==> src/rtl/disp_ctrl_multi.sv <==
// disp_ctrl_multi: hex debug overlay for the VGA path.
// Shows NUM_ROWS channels as hex text rows. All channels are sampled together
// at frame start. Digits that changed at a snapshot are drawn in CHG_COLOR
// for HOLD_FRAMES frames. Glyphs come from an external synchronous 256x8 ROM.
module disp_ctrl_multi #(
    parameter int unsigned NUM_ROWS    = 6,
    parameter int unsigned DATA_W      = 32,
    parameter int unsigned FIRST_LINE  = 2,
    parameter int unsigned FIRST_COL   = 4,
    parameter int unsigned HOLD_FRAMES = 3,
    parameter logic [23:0] FG_COLOR    = 24'hFFFFFF,
    parameter logic [23:0] CHG_COLOR   = 24'hFFFF00
) (
    input  logic                       vga_clk,
    input  logic                       rst_n,
    input  logic [NUM_ROWS*DATA_W-1:0] data_in,
    input  logic                       frame_start,
    input  logic                       freeze,
    input  logic                       de,
    input  logic [9:1]                 x_pos,
    input  logic [9:1]                 y_pos,
    output logic [7:0]                 rom_addr,
    input  logic [7:0]                 rom_dout,
    output logic [7:0]                 red,
    output logic [7:0]                 green,
    output logic [7:0]                 blue
);

    localparam int unsigned ND = DATA_W / 4;

    // Elaboration-time legality checks
    if (NUM_ROWS < 1 || NUM_ROWS > 16) begin : g_bad_rows
        $error("disp_ctrl_multi: NUM_ROWS must be 1..16");
    end
    if (DATA_W == 0 || (DATA_W % 4) != 0) begin : g_bad_width
        $error("disp_ctrl_multi: DATA_W must be a non-zero multiple of 4");
    end
    if (FIRST_LINE + NUM_ROWS > 32) begin : g_bad_lines
        $error("disp_ctrl_multi: FIRST_LINE+NUM_ROWS exceeds 32");
    end
    if (FIRST_COL + ND > 64) begin : g_bad_cols
        $error("disp_ctrl_multi: FIRST_COL+ND exceeds 64");
    end
    if (HOLD_FRAMES > 15) begin : g_bad_hold
        $error("disp_ctrl_multi: HOLD_FRAMES must be 0..15");
    end

    // Snapshot state
    logic [DATA_W-1:0] snap_q [NUM_ROWS];
    logic [DATA_W-1:0] snap_d [NUM_ROWS];
    logic [ND-1:0]     chg_q  [NUM_ROWS];
    logic [ND-1:0]     chg_d  [NUM_ROWS];
    logic [3:0]        age_q  [NUM_ROWS];
    logic [3:0]        age_d  [NUM_ROWS];
    logic [ND-1:0]     diff;

    // S1 lookup
    logic [5:0]        row_off;
    logic [7:0]        col_off;
    logic              row_hit;
    logic              col_hit;
    logic              cell_hit;
    logic [DATA_W-1:0] row_data;
    logic [ND-1:0]     row_chg;
    logic [3:0]        nib;
    logic              nib_chg;

    // Pipeline registers
    logic       s1_hit_d,  s1_hit_q;
    logic       s1_chg_d,  s1_chg_q;
    logic [2:0] s1_gcol_d, s1_gcol_q;
    logic       s1_de_d,   s1_de_q;
    logic [7:0] rom_addr_d, rom_addr_q;
    logic       s2_hit_d,  s2_hit_q;
    logic       s2_chg_d,  s2_chg_q;
    logic [2:0] s2_gcol_d, s2_gcol_q;
    logic       s2_de_d,   s2_de_q;
    logic [23:0] rgb_d,    rgb_q;

    // Snapshot update: capture channels, mark changed digits, age highlights
    always_comb begin
        diff = '0;
        for (int unsigned r = 0; r < NUM_ROWS; r++) begin
            snap_d[r] = snap_q[r];
            chg_d[r]  = chg_q[r];
            age_d[r]  = age_q[r];
        end
        if (frame_start && !freeze) begin
            for (int unsigned r = 0; r < NUM_ROWS; r++) begin
                diff = '0;
                for (int unsigned d = 0; d < ND; d++) begin
                    diff[d] = data_in[r*DATA_W + 4*(ND-1-d) +: 4] != snap_q[r][4*(ND-1-d) +: 4];
                end
                snap_d[r] = data_in[r*DATA_W +: DATA_W];
                if (diff != '0) begin
                    chg_d[r] = (HOLD_FRAMES == 0) ? '0 : diff;
                    age_d[r] = 4'(HOLD_FRAMES);
                end else if (age_q[r] != 4'd0) begin
                    age_d[r] = age_q[r] - 4'd1;
                    if (age_q[r] == 4'd1) begin
                        chg_d[r] = '0;
                    end
                end
            end
        end
    end

    // Snapshot state registers
    always_ff @(posedge vga_clk or negedge rst_n) begin
        if (!rst_n) begin
            for (int unsigned r = 0; r < NUM_ROWS; r++) begin
                snap_q[r] <= '0;
                chg_q[r]  <= '0;
                age_q[r]  <= '0;
            end
        end else begin
            for (int unsigned r = 0; r < NUM_ROWS; r++) begin
                snap_q[r] <= snap_d[r];
                chg_q[r]  <= chg_d[r];
                age_q[r]  <= age_d[r];
            end
        end
    end

    // S1: locate the cell in the text grid and fetch its nibble and highlight bit.
    // Offsets are unsigned, so a position left of/above the grid wraps to a large
    // value and fails the single upper-bound compare.
    always_comb begin
        row_off  = {1'b0, y_pos[9:5]} - 6'(FIRST_LINE);
        col_off  = {2'b00, x_pos[9:4]} - 8'(FIRST_COL);
        row_hit  = row_off < 6'(NUM_ROWS);
        col_hit  = col_off < 8'(ND);
        cell_hit = row_hit && col_hit;
        row_data = '0;
        row_chg  = '0;
        for (int unsigned r = 0; r < NUM_ROWS; r++) begin
            if (row_off == 6'(r)) begin
                row_data = snap_q[r];
                row_chg  = chg_q[r];
            end
        end
        nib     = '0;
        nib_chg = 1'b0;
        for (int unsigned d = 0; d < ND; d++) begin
            if (cell_hit && col_off == 8'(d)) begin
                nib     = row_data[4*(ND-1-d) +: 4];
                nib_chg = row_chg[d];
            end
        end
        s1_hit_d   = cell_hit;
        s1_chg_d   = nib_chg;
        s1_gcol_d  = x_pos[3:1];
        s1_de_d    = de;
        rom_addr_d = {nib, y_pos[4:1]};
    end

    // S2 and S3: carry cell attributes alongside the ROM read, then colour the pixel
    always_comb begin
        s2_hit_d  = s1_hit_q;
        s2_chg_d  = s1_chg_q;
        s2_gcol_d = s1_gcol_q;
        s2_de_d   = s1_de_q;
        rgb_d     = '0;
        if (s2_de_q && s2_hit_q && rom_dout[3'd7 - s2_gcol_q]) begin
            rgb_d = s2_chg_q ? CHG_COLOR : FG_COLOR;
        end
    end

    // Pixel pipeline registers
    always_ff @(posedge vga_clk or negedge rst_n) begin
        if (!rst_n) begin
            s1_hit_q   <= 1'b0;
            s1_chg_q   <= 1'b0;
            s1_gcol_q  <= '0;
            s1_de_q    <= 1'b0;
            rom_addr_q <= '0;
            s2_hit_q   <= 1'b0;
            s2_chg_q   <= 1'b0;
            s2_gcol_q  <= '0;
            s2_de_q    <= 1'b0;
            rgb_q      <= '0;
        end else begin
            s1_hit_q   <= s1_hit_d;
            s1_chg_q   <= s1_chg_d;
            s1_gcol_q  <= s1_gcol_d;
            s1_de_q    <= s1_de_d;
            rom_addr_q <= rom_addr_d;
            s2_hit_q   <= s2_hit_d;
            s2_chg_q   <= s2_chg_d;
            s2_gcol_q  <= s2_gcol_d;
            s2_de_q    <= s2_de_d;
            rgb_q      <= rgb_d;
        end
    end

    assign rom_addr = rom_addr_q;
    assign red      = rgb_q[23:16];
    assign green    = rgb_q[15:8];
    assign blue     = rgb_q[7:0];

endmodule

==> config.mk <==
export PLATFORM = sky130hd
export DESIGN_NAME = disp_ctrl_multi
export DESIGN_NICKNAME = d
export VERILOG_FILES = /design/src/rtl/disp_ctrl_multi.sv
export SDC_FILE = /design/constraint.sdc
export NUM_CORES = 1
export LEC_CHECK = 0
export CORE_AREA = 2 2 203 205
export DETAILED_ROUTE_END_ITERATION = 8
export DIE_AREA = 0 0 205 207
export PLACE_DENSITY = 0.6
export SYNTH_ARGS = -nofsm -noshare
export SYNTH_HDL_FRONTEND = slang
export SYNTH_SLANG_ARGS = --single-unit
==> constraint.sdc <==
create_clock -name vga_clk -period 2.51 [get_ports vga_clk]
set_input_delay 0.251 -clock vga_clk [delete_from_list [all_inputs] [get_ports vga_clk]]
set_output_delay 0.251 -clock vga_clk [all_outputs]
set_load 0.01 [all_outputs]
==> results.yml, run 1 <==
outcome:
  status: "completed"
setup_path:
  crit_path_start: "y_pos[6]"
  path_max_fanout: 5
  path_delay_family: "compound AO/OA/AOI/OAI gates"
  slowest_stage: "clkdlybuf4s50_1"
  worstPathRequired_ns: 2.90
  cp_num_cells: 10
  crit_top_cell: "a221o_1"
  cp-end-kind: "flip-flop"
  start_kind: "primary input"
  cp_num_buf_inv: 2
  cp_cell_sequence: "clkdlybuf4s50_1 > inv_1 > ha_4 > and3b_1 > o31a_1 > a221o_1 > mux2_2 > a221o_1 > a31oi_1 > o32ai_1"
  reg2reg_slack_ns: 0.14
  regToRegStartpoint: "snap_q[39]$_DFFE_PN0P_"
  r2r_cells: 8
  rr_endpoint: "chg_q[15]$_DFFE_PN0P_"
  arrival_ns: 2.80
  endpoint: "rom_addr[5]$_DFF_PN0_"
  path_class: "in -> reg"
  cp_slowest_stage_delay_ns: 0.50
layout:
  fin_util: 0.533
  final_area_sq_mm: 0.0215
  syn_to_final_growth_pct: 35.2
  fillers: 3751
  nets: 2420
  drive_above_1_share: 0.153
  diodes: 0
timing:
  whs_ns: 0.156
  final_hold_viol_count: 0
  fin_crit_sh: 0.958
  fmax_ghz: 0.416
  slew_headroom: 0.403
  fin_ws_ns: 0.104
  fin_skew_ns: 0.0223
  rsz0062_at_grt: "yes"
  fin_crit_ns: 2.41
  finalSetupViolCount: 0
  worst_pin_slew_ns: 0.893
  slew_violations: 0
route:
  drc: 0
  wl_um: 57500
  dr.first_iter.drc_count: 949
  ant_nets: 0
  wl_per_cell_um: 21.0
  first_pass_iters: 5
  viasPerCell: 5.20
  vias: 14300
power_and_ir_drop:
  total_power_mw: 13.4
  p_per_area_mw_per_mm2: 622
  leakagePower_nw: 9.68
  vdd_ir_drop_max_mv: 0.475
synth:
  synth_area_sq_mm: 0.0159
  synth_commonest_cells: "nand2_1 (635), dfrtp_1 (286), xnor2_1 (133)"
  ys_seq_area_frac: 0.449
  yosys.cell_count.top_type: "nand2_1"
  synth_top_area_frac: 0.449
  synthTopCellsByArea: "dfrtp_1 (45%), nand2_1 (15%), xnor2_1 (7.3%)"
  yosysTopAreaCell: "dfrtp_1"
  post_synth_num_cell_types: 68
  syn-instance-count: 1797
  synth_area_per_cell_sq_um: 8.86
  ys_ff_latch: 286
  async_reset_ff_frac: 1.00
  syn_nets: 2036
  synth-edff-count: 0
  dominantRegCellSynth: "dfrtp_1"
  yosys_warnings: 0
global_route:
  grt_pass1_wl_um: 86700
  grt_max_degree: 101
  antenna_found_initial: 0
  overflow: 0
  grt_pass1_vias: 14200
  grt_use_total: 0.273
cts:
  cts_root_buf: "clkbuf_16"
  cts_max_level: 2
  clk_pin_slew_ns: 0.05
  numCtsBuffers: 37
  cts_num_sinks: 286
  cts_tree: "built"
  cts.path.max_buffers: 3
  insertion_delay_ns: 0.55
place:
  io_buffers: 254
  post_dp_cell_area_sq_mm: 0.0203
  gp_congestion: 0.922
  hpwl_um: 45000
  place_ws_ns: -0.540
floorplan:
  die_area_sq_mm: 0.0424
  floorplan.initialDensity: 0.394
  rows: 74
  fp.dieW_um: 205
  die_y_um: 207
  ios: 255
  fp.coreArea_sq_mm: 0.0404
flow_run:
  drv_cap: 0
min_path:
  hp-class: "in -> reg"
-- layout make-up --
type / count / area (sq um) / area share
tap: 532 / 666 / 0.0309
inverter: 40 / 150 / 0.00698
clock inverter: 15 / 97.6 / 0.00453
clock buffer: 51 / 1030 / 0.0478
multi-input combinational: 1364 / 8210 / 0.381
sequential: 286 / 7160 / 0.332
timing repair buffer: 452 / 4220 / 0.196
-- repair_timing --
| action | in CTS | in global routing |
|---|---|---|
| setup endpoints to repair | 0 | 10 |
| hold buffers | 1 | 0 |
| setup buffers | 0 | 0 |
| resized for setup | 0 | 20 |
| hold endpoints to repair | 62 | 0 |
-- cells in the final DEF (no fill, tap or decap), types with 22 or more instances in the layout --
| cell type | instances |
|---|---|
| nand2_1 | 634 |
| dfrtp_1 | 286 |
| clkdlybuf4s50_1 | 252 |
| buf_4 | 181 |
| xnor2_1 | 132 |
| xor2_1 | 60 |
| nor2_1 | 58 |
| mux2_2 | 52 |
| o21ai_0 | 49 |
| mux2i_1 | 42 |
| inv_1 | 40 |
| nand4_1 | 38 |
| clkbuf_16 | 37 |
| a21oi_1 | 33 |
| nor4_1 | 23 |
| a31oi_1 | 22 |
-- report_power, final --
group / total, mW / internal [mW] / switching [mW]
registers: 5.69 / 5.11 / 0.581
logic: 2.75 / 1.38 / 1.36
clock network: 4.96 / 2.88 / 2.08
total: 13.4 / 9.37 / 4.03
-- worst min path at each step --
stage,start,to,slack [ns],cells after the start
floorplan,rst_n,age_q[0]$_DFFE_PN0P_,-0.04,0
global placement,rst_n,age_q[9]$_DFFE_PN0P_,0.29,1
detailed placement,rst_n,age_q[9]$_DFFE_PN0P_,0.29,1
CTS,y_pos[2],rom_addr[1]$_DFF_PN0_,0.13,1
global route,y_pos[3],rom_addr[2]$_DFF_PN0_,0.14,1
finish,y_pos[2],rom_addr[1]$_DFF_PN0_,0.16,1
-- state kept, by name (all words and copies together), names as in the netlist --
register,count
age_q,24
snap_q,192
s2_hit_q,1
s1_hit_q,1
s2_gcol_q,3
rom_addr,8
rgb_q,2
s1_chg_q,1
chg_q,48
s2_de_q,1
s1_gcol_q,3
s2_chg_q,1
s1_de_q,1
-- kinds of logic (layout without fill, tap and decap cells) --
logic type	after synthesis	after routing	synth area share
flip-flops	286	286	0.449
buffers and inverters	147	558	0.0416
multiplexers	103	103	0.0759
AO/OA/AOI/OAI	222	222	0.0944
XOR/XNOR	194	194	0.107
AND/OR/NAND/NOR	829	829	0.219
adder cells (fa/ha/maj)	16	16	0.0126
-- routing by layer --
metal  vias to the layer above  GRT usage  part of all wire
li1                       6811          -                 -
met4                         0     0.0841             0.028
met3                        82     0.0400             0.057
met1                      6911      0.389              0.46
met5                         -          0                 0
met2                       449      0.427              0.45
-- worst reg2reg max path, cell delays in order, from the launching register on --
cell	delay [ns]
dfrtp_1	0.45
xnor2_1	0.16
nand4_1	0.16
nor4_1	0.08
buf_4	0.15
nand4_1	0.11
a31oi_1	0.06
nor2_1	0.67
mux2_2	0.42
-- stage by stage --
| stage | TNS, ns | std cells |
|---|---|---|
| final | 0 | 2740 |
| after global routing | 0 | 2740 |
| after CTS | 0 | 2740 |
| after detailed placement | -7.65 | 2673 |
| after global placement | -7.42 | 2673 |
| after floorplan | 0 | 1797 |
No activity file was read; power rests on OpenSTA's default activity.
==> inputs of run 2 (changes only) <==
--- a/config.mk
+++ b/config.mk
@@ -5,10 +5,12 @@
 export SDC_FILE = /design/constraint.sdc
 export NUM_CORES = 1
 export LEC_CHECK = 0
+export CAP_MARGIN = 30
 export CORE_AREA = 2 2 203 205
 export DETAILED_ROUTE_END_ITERATION = 8
 export DIE_AREA = 0 0 205 207
 export PLACE_DENSITY = 0.6
+export SLEW_MARGIN = 30
 export SYNTH_ARGS = -nofsm -noshare
 export SYNTH_HDL_FRONTEND = slang
 export SYNTH_SLANG_ARGS = --single-unit
==> results of run 2 <==
Final layout, timing and power as in run 1 (identical DEF).
==> inputs of run 3 (changes only) <==
--- a/config.mk
+++ b/config.mk
@@ -5,10 +5,10 @@
 export SDC_FILE = /design/constraint.sdc
 export NUM_CORES = 1
 export LEC_CHECK = 0
-export CAP_MARGIN = 30
 export CORE_AREA = 2 2 203 205
 export DETAILED_ROUTE_END_ITERATION = 8
 export DIE_AREA = 0 0 205 207
+export GPL_TIMING_DRIVEN = 1
 export PLACE_DENSITY = 0.6
 export SLEW_MARGIN = 30
 export SYNTH_ARGS = -nofsm -noshare
==> results of run 3 <==
Final layout, timing and power as in run 1 (identical DEF).
